File: src/rtl/count_event_monitor.sv
`default_nettype none
// ============================================================================
// Module      : count_event_monitor
// Description : Samples the accumulator count on every enabled cycle and
//               compares it with the previous sample to detect wrap-around,
//               upward threshold crossings and stalls. Detected events are
//               queued in a small FIFO and drained over valid/ready.
//               Running totals of wraps (modulo 256) and dropped events
//               (saturating) are exposed.
// Ports       : clock, reset     - clock, synchronous active-high reset
//               count_in, en     - sampled count and sample enable
//               threshold        - crossing threshold (sampled when en=1)
//               evt_valid/ready  - event FIFO head handshake
//               evt_type/value   - head event: 01 WRAP, 10 CROSS, 11 STALL
//               wrap_count       - WRAP detections, modulo 256
//               drop_count       - events lost to a full FIFO, saturating
// Revision    : 1.0 - initial release
// ============================================================================
module count_event_monitor #(
    parameter int WIDTH     = 8,
    parameter int DEPTH     = 4,
    parameter int STALL_LEN = 4
) (
    input  logic             clock,
    input  logic             reset,
    input  logic [WIDTH-1:0] count_in,
    input  logic             en,
    input  logic [WIDTH-1:0] threshold,
    output logic             evt_valid,
    input  logic             evt_ready,
    output logic [1:0]       evt_type,
    output logic [WIDTH-1:0] evt_value,
    output logic [7:0]       wrap_count,
    output logic [7:0]       drop_count
);

    localparam int c_ADDR_W = $clog2(DEPTH);
    localparam int c_RUN_W  = $clog2(STALL_LEN + 1);

    localparam logic [c_RUN_W-1:0] c_RUN_MAX  = c_RUN_W'(STALL_LEN);
    localparam logic [1:0]         c_EVT_NONE = 2'b00;
    localparam logic [1:0]         c_EVT_WRAP = 2'b01;
    localparam logic [1:0]         c_EVT_CROSS = 2'b10;
    localparam logic [1:0]         c_EVT_STALL = 2'b11;

    // ------------------------------------------------------------------
    // Sampling state
    // ------------------------------------------------------------------
    logic [WIDTH-1:0]   r_prev;
    logic               r_primed;
    logic [c_RUN_W-1:0] r_stall_run;

    // ------------------------------------------------------------------
    // Event FIFO: pointers carry one extra bit so full and empty differ
    // ------------------------------------------------------------------
    logic [1:0]        r_type_mem  [DEPTH];
    logic [WIDTH-1:0]  r_value_mem [DEPTH];
    logic [c_ADDR_W:0] r_wr_ptr;
    logic [c_ADDR_W:0] r_rd_ptr;
    logic [7:0]        r_wrap_count;
    logic [7:0]        r_drop_count;

    logic               w_active;
    logic               w_equal;
    logic               w_wrap;
    logic               w_cross;
    logic               w_stall_fire;
    logic [c_RUN_W-1:0] w_run_next;
    logic [1:0]         w_evt_type;
    logic               w_detect;
    logic               w_empty;
    logic               w_full;
    logic               w_pop;
    logic               w_push;
    logic               w_drop;

    // ------------------------------------------------------------------
    // Detection against the previous sample
    // ------------------------------------------------------------------
    always_comb begin
        w_active = en && r_primed;
        w_equal  = (count_in == r_prev);
        w_wrap   = (count_in < r_prev);
        w_cross  = (r_prev < threshold) && (count_in >= threshold);

        // Run length saturates so a held value reports only one stall.
        w_run_next = '0;
        if (w_equal) begin
            w_run_next = (r_stall_run == c_RUN_MAX) ? c_RUN_MAX
                                                    : r_stall_run + c_RUN_W'(1);
        end
        // Fires only on the transition into the saturated count.
        w_stall_fire = w_equal && (r_stall_run != c_RUN_MAX) &&
                       (w_run_next == c_RUN_MAX);

        // Priority: WRAP > CROSS > STALL.
        w_evt_type = c_EVT_NONE;
        if (w_wrap) begin
            w_evt_type = c_EVT_WRAP;
        end else if (w_cross) begin
            w_evt_type = c_EVT_CROSS;
        end else if (w_stall_fire) begin
            w_evt_type = c_EVT_STALL;
        end
        w_detect = w_active && (w_evt_type != c_EVT_NONE);
    end

    // ------------------------------------------------------------------
    // FIFO control
    // ------------------------------------------------------------------
    always_comb begin
        w_empty = (r_wr_ptr == r_rd_ptr);
        w_full  = (r_wr_ptr[c_ADDR_W] != r_rd_ptr[c_ADDR_W]) &&
                  (r_wr_ptr[c_ADDR_W-1:0] == r_rd_ptr[c_ADDR_W-1:0]);
        w_pop   = !w_empty && evt_ready;
        // A pop in the same cycle frees the slot the push needs.
        w_push  = w_detect && (!w_full || w_pop);
        w_drop  = w_detect && w_full && !w_pop;
    end

    always_ff @(posedge clock) begin
        if (reset) begin
            r_prev      <= '0;
            r_primed    <= 1'b0;
            r_stall_run <= '0;
        end else if (en) begin
            r_prev      <= count_in;
            r_primed    <= 1'b1;
            // The priming sample has nothing to compare against.
            r_stall_run <= r_primed ? w_run_next : '0;
        end else begin
            r_primed    <= 1'b0;
            r_stall_run <= '0;
        end
    end

    always_ff @(posedge clock) begin
        if (reset) begin
            r_wr_ptr     <= '0;
            r_rd_ptr     <= '0;
            r_wrap_count <= '0;
            r_drop_count <= '0;
        end else begin
            if (w_push) begin
                r_wr_ptr <= r_wr_ptr + 1'b1;
            end
            if (w_pop) begin
                r_rd_ptr <= r_rd_ptr + 1'b1;
            end
            if (w_active && w_wrap) begin
                r_wrap_count <= r_wrap_count + 8'd1;
            end
            if (w_drop && (r_drop_count != 8'hFF)) begin
                r_drop_count <= r_drop_count + 8'd1;
            end
        end
    end

    // Storage needs no reset; reads are masked while the FIFO is empty.
    always_ff @(posedge clock) begin
        if (w_push) begin
            r_type_mem[r_wr_ptr[c_ADDR_W-1:0]]  <= w_evt_type;
            r_value_mem[r_wr_ptr[c_ADDR_W-1:0]] <= count_in;
        end
    end

    always_comb begin
        evt_valid  = !w_empty;
        evt_type   = w_empty ? 2'b00 : r_type_mem[r_rd_ptr[c_ADDR_W-1:0]];
        evt_value  = w_empty ? '0 : r_value_mem[r_rd_ptr[c_ADDR_W-1:0]];
        wrap_count = r_wrap_count;
        drop_count = r_drop_count;
    end

endmodule
`default_nettype wire

File: config.mk
export PLATFORM = sky130hd
export DESIGN_NAME = count_event_monitor
export DESIGN_NICKNAME = d
export VERILOG_FILES = /design/src/rtl/count_event_monitor.sv
export SDC_FILE = /design/constraint.sdc
export NUM_CORES = 1
export LEC_CHECK = 0
export ABC_AREA = 1
export ABC_CLOCK_PERIOD_IN_PS = 6400
export CAP_MARGIN = 20
export CORE_MARGIN = 2
export CORE_UTILIZATION = 54
export DETAILED_ROUTE_END_ITERATION = 10
export PLACE_DENSITY = 0.78
export SLEW_MARGIN = 0
export SYNTH_ARGS = -nofsm -noshare
export SYNTH_HDL_FRONTEND = slang
export SYNTH_SLANG_ARGS = --single-unit
File: constraint.sdc
create_clock -name clock -period 6.4 [get_ports clock]
set_input_delay 0.96 -clock clock [delete_from_list [all_inputs] [get_ports clock]]
set_output_delay 0.96 -clock clock [all_outputs]
set_load 0.01 [all_outputs]
==> results of run 1 <==
## power groups by stage
stage / registers, mW / clock network [mW] / logic (mW)
after global routing: 0.548 / 0.435 / 0.240
after detailed placement: 0.557 / 0 / 0.213
after CTS: 0.546 / 0.413 / 0.214
final: 0.546 / 0.409 / 0.213
after global placement: 0.557 / 0 / 0.206
after floorplan: 0.544 / 0 / 0.137
## area by class of cell
type	count	area [um2]	share of cell area
clock buffers	9	123.9	0.02695
clock inverters	7	97.59	0.02124
inverters	60	225.2	0.04901
multi-input cells	278	1647	0.3583
flip-flops and latches	76	1922	0.4182
well taps	96	120.1	0.02614
repair buffers	46	460.4	0.1002
## cell families after synthesis
family	synth area share
AOI/OAI and AO/OA	0.1086
xor gates and xnor gates	0.02049
adders and majority gates	0.1041
buffers and inverters	0.07252
DFF	0.4995
muxes	0.002602
and+or+nand+nor	0.1922
## critical path: stages
cell and delay [ps]:
sky130_fd_sc_hd__clkdlybuf4s50_1 560, sky130_fd_sc_hd__ha_1 380, sky130_fd_sc_hd__nand2_1 70, sky130_fd_sc_hd__nor2_2 130
sky130_fd_sc_hd__nand4_2 140, sky130_fd_sc_hd__a21oi_2 190, sky130_fd_sc_hd__nand2_2 100, sky130_fd_sc_hd__nand3_4 170
sky130_fd_sc_hd__nand3_4 130, sky130_fd_sc_hd__nor2_1 760
## state kept, by name (all words and copies together) (netlist names), named ones only
register	cells
r_primed	1
r_type_mem	8
r_prev	8
r_wr_ptr	3
drop_count	8
r_value_mem	32
wrap_count	8
r_rd_ptr	3
r_stall_run	3
## per-layer routing
layer	vias to the layer above	share of wire	GRT usage
met3	15	0.034	0.04944
met5	-	0	0
li1	1528	-	-
met2	59	0.49	0.3616
met4	0	0.016	0.09504
met1	1408	0.46	0.2822
## cells in the final DEF, fill, tap and decap left out, types with 5 or more instances in the layout
master | netlist | final
sky130_fd_sc_hd__a21oi_1 | 34 | 34
sky130_fd_sc_hd__clkbuf_8 | 0 | 9
sky130_fd_sc_hd__clkdlybuf4s50_1 | 0 | 46
sky130_fd_sc_hd__dfxtp_1 | 36 | 36
sky130_fd_sc_hd__edfxtp_1 | 40 | 40
sky130_fd_sc_hd__ha_1 | 32 | 32
sky130_fd_sc_hd__inv_1 | 58 | 58
sky130_fd_sc_hd__nand2_1 | 66 | 66
sky130_fd_sc_hd__nand3_1 | 8 | 8
sky130_fd_sc_hd__nand4_1 | 12 | 12
sky130_fd_sc_hd__nor2_1 | 57 | 57
sky130_fd_sc_hd__nor3_1 | 6 | 6
sky130_fd_sc_hd__o21ai_0 | 24 | 24
sky130_fd_sc_hd__o32ai_1 | 10 | 10
sky130_fd_sc_hd__xor2_1 | 5 | 5
## stage by stage
stage          utilization  hold slack [ps]  std cells  cell area, um2  worst slack, ps
6_report            0.6727            458.2        572            4596             2794
5_1_grt             0.6727            489.9        572            4596             2593
4_1_cts             0.6727            460.1        572            4596             2765
3_5_place_dp        0.6403            450.8        556            4374             2393
3_3_place_gp        0.6403            452.3        556            4374             2482
2_1_floorplan            -            426.8        426            3847             3499
## worst paths after layout
path                  startpoint          endpoint  slack [ps]  cells after the start
hold reg to reg   r_stall_run[0]    r_stall_run[0]         460                      1
setup reg to reg       r_prev[5]  r_type_mem[2][1]        3610                     10
setup / recovery     count_in[5]  r_type_mem[2][1]        2790                     10
hold / removal    r_stall_run[0]    r_stall_run[0]         460                      1
==> results.ini, run 1 <==
[synthesis]
synth.top_cells.by_area = sky130_fd_sc_hd__edfxtp_1 31%, sky130_fd_sc_hd__dfxtp_1 19%, sky130_fd_sc_hd__ha_1 10%, sky130_fd_sc_hd__nand2_1 6.4%, sky130_fd_sc_hd__inv_1 5.7%
ys_warn_count = 0
syn_inst = 426
post_synth.cell_area_avg_um2 = 9.032
synth.net_count = 478
ys_top_cells_by_count = 66 x sky130_fd_sc_hd__nand2_1, 58 x sky130_fd_sc_hd__inv_1, 57 x sky130_fd_sc_hd__nor2_1, 40 x sky130_fd_sc_hd__edfxtp_1, 36 x sky130_fd_sc_hd__dfxtp_1
async_set_or_reset_register_ratio_after_synthesis = 0
ys_ff_latch = 76
yosys.area.top_type_share = 0.3122
synth_edf_count = 40
synthDistinctLibCells = 31
postSynth.topFlopCell = sky130_fd_sc_hd__edfxtp_1
synthMostInstantiatedCell = sky130_fd_sc_hd__nand2_1
synthDominantAreaCellType = sky130_fd_sc_hd__edfxtp_1
seq_area_frac_synth = 0.4995
syn-cell-area_um2 = 3847

[setup_path]
timing.critical_path.arrival_ps = 3580
crit_fanout = 10
worst_setup_path_end_kind = flip-flop
worstPathRequired_ps = 6380
startpoint_type = input port
critical_path_class = input port to flip-flop

[sta]
timing.final.crit_period_ps = 3606
setup_tns_after_final_layout_ps = 0
slew_headroom = 0.3548
slew_violations = 0
clock-skew-final_ps = 11.04
hold_viol = 0
period_share = 0.5634
max_freq_mhz = 277.3
rsz_0062_raised_after_global_routing = no
worstMarginPinSlew_ps = 964.2
report.final.setup_viol = 0

[clock_network]
clockBufferDepth = 2
clkSlewWorstSetupHoldPaths_ps = 80
cts_tree = done
ctsHoldBuffers = 0
post_cts.resized_instances = 0
cts.htree.levels = 3
postCtsSetupRepairBufs = 0
clock_insertion_delay_worst_skew_ps = 360
numClockSinks = 76
clockRootBuffer = sky130_fd_sc_hd__clkbuf_8
numCtsBuffers = 9

[grt]
antenna_violations_before_repair = 0
overflow = 0
grt_start_max_net_pins = 22
first_global_vias = 2919
grt_pass1_wl_um = 13120
grt_util_all_layers = 0.2207

[finish]
post_route_cells_drive_above_1_share = 0.06303
final_nets = 523
layout-area-overhead-vs-synth_pct = 19.45
layout.filler_cells = 552
antenna_cells_inserted = 0

[die]
die_w_um = 88.41
initial_core_util = 0.5632
floorplan.die_area_um2 = 7816
top_level_ports = 47
number_of_placement_rows = 30
core-area_um2 = 6832
overall_die_height_um = 88.41

[routing]
drc = 0
drtIter0Drc = 195
post_drt_wl_per_cell_um = 13.94
antenna_violating_nets_post_route = 0
firstDrtPassIters = 4
postRouteWirelength_um = 7972
via_count = 3010
vias_per_cell = 5.262

[pwr]
power.density_nw_per_um2 = 254.1
design_power_total_mw = 1.168
intPower_uw = 841.5
max-vdd-ir-drop_mv = 0.1271
total_switching_power_uw = 326.5
combPwrFrac = 0.182
leakagePower_nw = 1.905
power.switching_fraction = 0.2795
power_frac_clock = 0.350
seq_power_share = 0.468

[placed_design]
io_buffer_count = 46
gp_congestion = 0.8812
post-dp-hpwl_um = 5539

[flow_run]
maxCapViolCount = 0

[status]
status = finished clean

[min_path]
hp-class = flip-flop to flip-flop

(Power assumes the default switching activity.)
==> run 2: changes to the inputs <==
--- a/config.mk
+++ b/config.mk
@@ -6,7 +6,7 @@
 export NUM_CORES = 1
 export LEC_CHECK = 0
 export ABC_AREA = 1
-export ABC_CLOCK_PERIOD_IN_PS = 6400
+export ABC_CLOCK_PERIOD_IN_PS = 3700
 export CAP_MARGIN = 20
 export CORE_MARGIN = 2
 export CORE_UTILIZATION = 54
==> constraint.sdc (replaced) <==
create_clock -name clock -period 3.7 [get_ports clock]
set_input_delay 0.555 -clock clock [delete_from_list [all_inputs] [get_ports clock]]
set_output_delay 0.555 -clock clock [all_outputs]
set_load 0.01 [all_outputs]
==> run 2 against run 1 <==
  * Sequential share of layout area fell by 0.22 points
  * Via count barely moved
  * Clock power up 68%
  * Highest routed layer unchanged
==> results.ini, run 2 (synthesized netlist as in run 1, its figures left out) <==
[clock_network]
clock_insertion_delay_worst_skew_ps = 360
numClockSinks = 76
post_cts.resized_instances = 0
cts_tree = done
clockBufferDepth = 2
numCtsBuffers = 9
ctsHoldBuffers = 0
postCtsSetupRepairBufs = 0
clockRootBuffer = sky130_fd_sc_hd__clkbuf_8
cts.htree.levels = 3
clkSlewWorstSetupHoldPaths_ps = 80

[finish]
most_frequent_standard_cell_in_the_layout_excluding_fill_and_tap_cells = sky130_fd_sc_hd__nand2_1
stdcell_area_um2 = 4619
largest_reg_flops = 32
final_nets = 527
post_route_cells_drive_above_1_share = 0.06875
layout.filler_cells = 542
layout-area-overhead-vs-synth_pct = 20.07
layout_common_cells = 66 x sky130_fd_sc_hd__nand2_1, 58 x sky130_fd_sc_hd__inv_1, 57 x sky130_fd_sc_hd__nor2_1, 46 x sky130_fd_sc_hd__clkdlybuf4s50_1, 40 x sky130_fd_sc_hd__edfxtp_1
antenna_cells_inserted = 0

[setup_path]
worstPathRequired_ps = 3140
cp_cell_sequence = inv_1, nor2_1, o32ai_1, nand2_1, inv_1, clkdlybuf4s50_1
crit_fanout = 21
critical_path_class = flip-flop to output port
max_stage_delay_ps = 570
worst_setup_path_end_kind = output port
critical_path.most_common_cell = sky130_fd_sc_hd__inv_1
startpoint_type = flip-flop
timing.critical_path.arrival_ps = 2600
cp_max_stage_cell = sky130_fd_sc_hd__inv_1
critPathTopFamily = buffers and inverters
path_buf_inv = 3

[placed_design]
io_buffer_count = 46
dpl-instance-area_um2 = 4404
gp_congestion = 0.8918
place_ws_ps = 664.9
post-dp-hpwl_um = 5594

[pwr]
power.density_nw_per_um2 = 432.7
leakagePower_nw = 1.934
design_power_total_mw = 1.999
max-vdd-ir-drop_mv = 0.2162

[sta]
report.final.setup_viol = 0
hold_viol = 0
final.setup.worst_slack_ps = 546.0
period_share = 0.8524
timing.final.crit_period_ps = 3154
rsz_0062_raised_after_global_routing = no
slew_headroom = 0.5545
slew_violations = 0
max_freq_mhz = 317.1
worstMarginPinSlew_ps = 667.5
clock-skew-final_ps = 9.709
setup_tns_after_final_layout_ps = 0

[routing]
firstDrtPassIters = 4
antenna_violating_nets_post_route = 0
drc = 0
postRouteWirelength_um = 7883
vias_per_cell = 5.229
via_count = 3012
post_drt_wl_per_cell_um = 13.69
drtIter0Drc = 153

[die]
top_level_ports = 47
number_of_placement_rows = 30
core-area_um2 = 6832
initial_core_util = 0.5632
die_w_um = 88.41
overall_die_height_um = 88.41
floorplan.die_area_um2 = 7816

[grt]
grt_pass1_wl_um = 12810
overflow = 0
grt_start_max_net_pins = 22
first_global_vias = 2817
grt_util_all_layers = 0.2152
antenna_violations_before_repair = 0

[flow_run]
maxCapViolCount = 0

[status]
status = finished clean

[min_path]
hp-class = flip-flop to flip-flop

-- run 2: final cells by class --
| cell class | instances | area (um2) | area share |
|---|---|---|---|
| clock buffers | 9 | 123.9 | 0.02681 |
| clock inverters | 7 | 91.34 | 0.01977 |
| inverters | 60 | 225.2 | 0.04875 |
| multi-input cells | 278 | 1647 | 0.3564 |
| flip-flops and latches | 76 | 1922 | 0.4160 |
| well taps | 96 | 120.1 | 0.02600 |
| repair buffers | 50 | 490.5 | 0.1062 |
-- run 2: layer usage --
metal | share of wire | wire length, um | GRT usage
met2 | 0.48 | 3817 | 0.3595
met3 | 0.042 | 329 | 0.03451
met5 | 0 | 0 | 0
met4 | 0.018 | 141 | 0.09366
met1 | 0.46 | 3594 | 0.2777
-- run 2: through the flow --
step | utilization | hold WS [ps] | cells
after floorplan | - | 426.8 | 426
after global placement | 0.6447 | 452.5 | 560
after detailed placement | 0.6447 | 444.5 | 560
after CTS | 0.6762 | 454.9 | 576
after global routing | 0.6762 | 485.6 | 576
final | 0.6762 | 452.1 | 576
-- run 2: power breakdown --
| group | switching [mW] | total [mW] | internal [mW] |
|---|---|---|---|
| Combinational | 0.204 | 0.366 | 0.163 |
| Sequential | 0.0326 | 0.944 | 0.911 |
| Clock | 0.312 | 0.689 | 0.377 |
-- run 2: worst paths after layout --
check	endpoint	slack, ps	depth (start not counted)	startpoint
worst min-delay path	r_stall_run[0]	450	1	r_stall_run[0]
worst max-delay path	evt_value[7]	550	6	flip-flop
worst max register to register	r_value_mem[0][4]	1420	11	r_prev[5]
worst min register to register	r_stall_run[0]	450	1	r_stall_run[0]
-- run 2: worst reg2reg max path: stages (launching register included) --
cell,delay (ps)
sky130_fd_sc_hd__dfxtp_1,360
sky130_fd_sc_hd__inv_1,80
sky130_fd_sc_hd__ha_1,290
sky130_fd_sc_hd__nand2_1,70
sky130_fd_sc_hd__nor2_2,110
sky130_fd_sc_hd__nand4_2,120
sky130_fd_sc_hd__a21oi_2,190
sky130_fd_sc_hd__nand2_2,100
sky130_fd_sc_hd__nand3_4,170
sky130_fd_sc_hd__nand3_4,140
sky130_fd_sc_hd__nor2_1,120
sky130_fd_sc_hd__buf_4,220
